[src/rtl/queue_ram.sv]
// rtl/queue_ram.sv - parametrised single-clock FIFO queue with optional flow-through and pipe modes
module queue_ram #(
  parameter int DEPTH = 3,
  parameter int WIDTH = 79,
  parameter int FLOW  = 0,
  parameter int PIPE  = 0
) (
  input  logic                       clock,
  input  logic                       reset,
  input  logic                       io_enq_valid,
  output logic                       io_enq_ready,
  input  logic [WIDTH-1:0]           io_enq_bits,
  output logic                       io_deq_valid,
  input  logic                       io_deq_ready,
  output logic [WIDTH-1:0]           io_deq_bits,
  output logic [$clog2(DEPTH+1)-1:0] io_count
);

  localparam int PW = (DEPTH > 1) ? $clog2(DEPTH) : 1;
  localparam int CW = $clog2(DEPTH + 1);
  localparam logic FLOW_EN = (FLOW != 0);
  localparam logic PIPE_EN = (PIPE != 0);
  localparam logic [PW-1:0] LAST_PTR = PW'(DEPTH - 1);
  localparam logic [CW-1:0] DEPTH_C  = CW'(DEPTH);

  logic [WIDTH-1:0] mem [DEPTH];
  logic [PW-1:0]    enq_ptr;
  logic [PW-1:0]    deq_ptr;
  logic             maybe_full;

  logic             ptr_match;
  logic             empty;
  logic             full;
  logic             flow_bypass;
  logic             do_enq;
  logic             do_deq;
  logic [CW-1:0]    enq_ext;
  logic [CW-1:0]    deq_ext;

  // Pointers wrap at DEPTH-1 so non-power-of-2 depths never index past the array.
  function automatic logic [PW-1:0] ptr_inc(input logic [PW-1:0] p);
    return (p == LAST_PTR) ? '0 : p + PW'(1);
  endfunction

  assign ptr_match = (enq_ptr == deq_ptr);
  assign empty     = ptr_match & ~maybe_full;
  assign full      = ptr_match & maybe_full;

  assign io_enq_ready = ~full | (PIPE_EN & io_deq_ready);
  assign io_deq_valid = ~empty | (FLOW_EN & io_enq_valid);

  // An empty flow-through queue hands the payload straight across without touching state.
  assign flow_bypass = FLOW_EN & empty & io_deq_ready;
  assign do_enq      = io_enq_valid & io_enq_ready & ~flow_bypass;
  assign do_deq      = io_deq_valid & io_deq_ready & ~flow_bypass;

  assign io_deq_bits = (FLOW_EN & empty) ? io_enq_bits : mem[deq_ptr];

  assign enq_ext = CW'(enq_ptr);
  assign deq_ext = CW'(deq_ptr);

  // Occupancy from the pointer distance, with maybe_full resolving the equal-pointer case.
  always_comb begin
    io_count = '0;
    if (ptr_match) begin
      io_count = maybe_full ? DEPTH_C : '0;
    end else if (enq_ptr > deq_ptr) begin
      io_count = enq_ext - deq_ext;
    end else begin
      io_count = DEPTH_C - deq_ext + enq_ext;
    end
  end

  // Payload store; deliberately not reset since contents are only read behind valid.
  always_ff @(posedge clock) begin
    if (do_enq && !reset) begin
      mem[enq_ptr] <= io_enq_bits;
    end
  end

  // Pointer and full-flag update; reset discards every stored entry.
  always_ff @(posedge clock) begin
    if (reset) begin
      enq_ptr    <= '0;
      deq_ptr    <= '0;
      maybe_full <= 1'b0;
    end else begin
      if (do_enq) begin
        enq_ptr <= ptr_inc(enq_ptr);
      end
      if (do_deq) begin
        deq_ptr <= ptr_inc(deq_ptr);
      end
      if (do_enq != do_deq) begin
        maybe_full <= do_enq;
      end
    end
  end

endmodule

[config.mk]
export PLATFORM = sky130hd
export DESIGN_NAME = queue_ram
export DESIGN_NICKNAME = d
export VERILOG_FILES = /design/src/rtl/queue_ram.sv
export SDC_FILE = /design/constraint.sdc
export NUM_CORES = 1
export LEC_CHECK = 0
export BUFFER_PORTS_ARGS = -buffer_cell sky130_fd_sc_hd__buf_2
export CORE_ASPECT_RATIO = 0.6
export CORE_MARGIN = 8
export CORE_UTILIZATION = 55
export DETAILED_ROUTE_END_ITERATION = 12
export GPL_TIMING_DRIVEN = 0
export HOLD_SLACK_MARGIN = 0.03
export PLACE_DENSITY = 0.81
export SLEW_MARGIN = 20
export SYNTH_ARGS = -nofsm -noshare
export SYNTH_HDL_FRONTEND = slang
export SYNTH_SLANG_ARGS = --single-unit
[constraint.sdc]
create_clock -name clock -period 16 [get_ports clock]
set_input_delay 3.2 -clock clock [delete_from_list [all_inputs] [get_ports clock]]
set_output_delay 3.2 -clock clock [all_outputs]
set_load 0.01 [all_outputs]
# Word level (Yosys, flattened, before mapping)
# Memory sizes are Yosys's and may differ from the RTL's. A register that Yosys moved wholly into a read port is not among the register bits.
# Index checks and enable logic that the tools add are counted.
# classes
mul	0
n_eq_ne	4
addsub	5
muxes	9
magnitude_cmp	1
div	0
shifts	0
bitwise	7
n_reduce_logical	2
# ops
operator	count
2-to-1 mux 2 bit	7
adder 2 x 1 -> 2 bit, second input constant	2
AND 1 bit	4
equality test 2 bit, second input constant	2
inverter 1 bit	3
adder 2 bit	1
equality test 2 bit	1
greater-than comparator 2 bit	1
2-to-1 mux 1 bit	2
subtractor 2 bit	1
subtractor 2 bit, first input constant	1
logical AND 1 bit	1
zero test 1 bit	1
inequality test 1 bit	1
# totals
latch_bits	0
reg_bits	5
romBits	0
out_inout_bits	83
inputBits	83
ramBits	237
wordCells	32
memories	1
# mem_list
name	words	word_bits	read_ports	rd_ports_with_merged_regs	wr	line	text
mem	3	79	1	1	1	26	logic [WIDTH-1:0] mem [DEPTH];

# Longest topological paths before layout
# depth
depth_word	7
mapped_depth	6
mapped_depth_nobuf	6

# Least setup slack after synthesis
# OpenSTA, ideal clock, no wires.
# synth_path
path_type	in2reg
from	input reset
to	memory mem[2][0] (enable)
setup_time_ps	711
path_slack_ps	4385
n_path_buf	1
cell_stages	2
arrival_time_ps	10903
t_required_ps	15289
cell_sequence	clkbuf_1 -> nor4_1
# synth_between
elab_chain_len	4
# synth_lines
element	line	text
start, declared	9	input logic reset,
zero test 1 bit	76	if (do_enq && !reset) begin
logical AND 1 bit	76	
2-to-1 mux 1 bit	76	
2-to-1 mux 1 bit (implied by the code)	77	mem[enq_ptr] <= io_enq_bits;
end, declared	26	
# Every way passes these cells.

# Worst setup path after layout
# layout_path
from	register enq_ptr[0] (netlist: enq_ext[0])
to	output io_count[1]
# layout_between
elab_chain_len	3
elab_cells_between_ends	6
cone_classes	add/sub: 2; order compare: 1; eq/ne: 1; mux: 2
# layout_lines
element	line	text
start, declared	27	logic [PW-1:0] enq_ptr;
start signal, assigned	89	enq_ptr <= ptr_inc(enq_ptr);
adder 2 bit (tied with other cells)	70	io_count = DEPTH_C - deq_ext + enq_ext;
2-to-1 mux 2 bit	67	end else if (enq_ptr > deq_ptr) begin
2-to-1 mux 2 bit (*)	65	if (ptr_match) begin
end, declared	16	output logic [$clog2(DEPTH+1)-1:0] io_count
# Mark *: on every way between the ends. The rest lies on a longest branch, timed or not.

==> impl_metrics.toml <==
[finish]
layout-drive-gt1-share_pct = 30.92
layout.nets = 846
n_antenna_cell = 0
seq_area_mm2 = 0.007257
multi_input_area_mm2 = 0.001777
utilization_pct = 68.90
final_area_mm2 = 0.01127
area_growth_pct = 21.82
n_fill_cell = 1084

[clock_network]
cts_tree = "done"
clock-root-buffer = "clkbuf_16"
cts_setup_buffers = 0
cts.path.max_buffers = 3
clk_pin_slew_ps = 60
cts.hold.buffers_added = 0
cts_htree_levels = 1
cts_resized = 0
cts_num_sinks = 244
clk_latency_ps = 490
numCtsBuffers = 22

[route]
final_antenna_net_count = 0
route.vias.total = 5369
drtPass1Iterations = 7
drtIter0Drc = 353
vias_per_cell = 5.364
wl_per_cell_um = 19.47
drc = 0
totalWireLength_um = 19490

[logic_synthesis]
syn_nets = 640
synth_seq_cells = 244
ys_async_sr_fraction_pct = 0
ys_top_cells_by_area = "edfxtp_1, mux2i_1, o21ai_0, nand2_1, dfxtp_1"
synth_area_per_cell_um2 = 16.72
syn_area_mm2 = 0.009248
synth_top_area_share_pct = 76.96
ys_top_cells_by_count = "edfxtp_1, nand2_1, mux2i_1, o21ai_0, buf_2"
ys.flop_type = "edfxtp_1"
synth_cell_type_count = 29
synthMostInstantiatedCell = "edfxtp_1"
yosys_warnings = 0
syn_inst = 553
synth-edff-count = 237
yosys.area.top_type = "edfxtp_1"
synth_seq_area_share_pct = 78.47

[power_and_ir_drop]
combPwrFrac_pct = 18.6
max-vdd-ir-drop_mv = 0.09024
p_int_w = 0.001146
pwr_density_cell_mw_per_mm2 = 136.3
swShare_pct = 25.35
p_leak_nw = 3.993
pwr-share-clk_pct = 32.9
p_sw_w = 0.0003892
seqPwrFrac_pct = 48.5

[timing]
min_period_ps = 5419
setup_violations = 0
slew_headroom_pct = 51.19
rsz0062_at_grt = "false"
fmax_mhz = 184.5
slew_viol_final = 0
fin_crit_sh_pct = 33.87
fin_skew_ps = 8.861
final_hold_viol_count = 0
hold_ws_ps = 527.7
worstMarginPinSlew_ps = 726.1

[critical_path]
worstSetupPathType = "flip-flop to output port"
crit_fanout = 5
startpoint_type = "flip-flop"
required_ps = 12800
endpoint_kind = "output port"
arrival_ps = 2220

[die]
fp.dieW_um = 183.4
die-area_mm2 = 0.02136
initial_core_util_pct = 56.56
die_h_um = 116.4
io_pins = 166
rows = 36
core-area_mm2 = 0.01635

[hold_path]
hp-class = "flip-flop to flip-flop"

[grt]
antenna_found_initial = 3
grt_pass1_wl_um = 30250
use_met2_pct = 30.61
grt_pass1_vias = 5623
grt-ovfl-total = 0
grtUsageMet3_pct = 5.934
gr-usage-met1_pct = 22.96
grt_use_total_pct = 18.11
grt_max_degree = 44
grt-busiest-layer = "met2"

[place]
dp_hpwl_um = 13660
port_buffers = 164
place_area_mm2 = 0.01057
globalplace.congestion = 0.7818

[outcome]
status = "finished clean"

[job]
drv_cap = 0
## state kept, by name, indices dropped and copies added, names as in the netlist, named ones only
| register | flops |
|---|---|
| maybe_full | 1 |
| deq_ext | 2 |
| mem | 237 |
| enq_ext | 2 |
## final timing paths
check	start	end	slack [ps]	cells past startpoint
setup reg to reg	enq_ext[0]	mem[2][43]	12730	10
hold reg to reg	maybe_full	maybe_full	530	2
hold / removal	maybe_full	maybe_full	530	2
setup / recovery	enq_ext[0]	io_count[1]	10580	7
## layer usage
layer	vias to the layer above	wire (µm)
li1	2501	-
met2	186	9191
met4	6	294
met1	2645	8305
met3	31	1661
met5	-	35
## metrics by stage
step                      cells  total power [W]  setup TNS [ps]  setup slack, ps
final                      1001         0.001535               0            10580
after global routing       1001         0.001597               0            10460
after CTS                  1001         0.001549               0            10580
after detailed placement    963         0.001046               0            10510
after global placement      945         0.001035           -4623           -67.01
after floorplan             553        0.0009282               0             4385
## worst max-delay path, cell delays in order (launching register included)
cell and delay, ps:
dfxtp_1 410, inv_1 100, ha_1 220, fa_1 440, a211oi_1 260, a31oi_1 70
o21ai_0 80, buf_2 160
## cell type report
class                      count  share of cell area [%]
sequential                   244                   64.42
multi-input combinational    274                   15.77
timing repair buffer         182                   9.063
clock buffer                  31                   5.275
tap                          228                   2.532
buffer                        29                   1.866
clock inverter                 7                  0.8774
inverter                       6                  0.1999
## cells in the final DEF, fill, tap and decap left out, drive strengths merged, types with 2 or more instances in the layout
| cell type | Yosys | routed |
|---|---|---|
| o21ai | 81 | 81 |
| ha | 3 | 3 |
| edfxtp | 237 | 237 |
| nand3 | 3 | 3 |
| nor3b | 2 | 2 |
| dfxtp | 7 | 7 |
| inv | 6 | 6 |
| clkbuf | 7 | 38 |
| nor2 | 2 | 2 |
| a211o | 2 | 2 |
| a21oi | 2 | 2 |
| buf | 22 | 204 |
| clkinv | 0 | 4 |
| nand2 | 84 | 84 |
| bufinv | 0 | 2 |
| mux2i | 82 | 82 |
| nor3 | 2 | 2 |
## kinds of logic after synthesis
logic type | Yosys count | synth area share, %
buf+inv | 35 | 2.517
compound gates | 90 | 5.101
fa+ha+maj | 4 | 0.6224
mux | 82 | 8.876
simple gates | 98 | 4.411
flops | 244 | 78.47
## power groups by stage
stage          combinational [W]  clock, W  sequential (W)
2_1_floorplan           0.000170         0        0.000759
3_3_place_gp            0.000273         0        0.000762
3_5_place_dp            0.000288         0        0.000758
4_1_cts                 0.000290  0.000515        0.000744
5_1_grt                 0.000312  0.000539        0.000746
6_report                0.000286  0.000505        0.000744
Note: power is estimated with default switching activity, not from simulation.
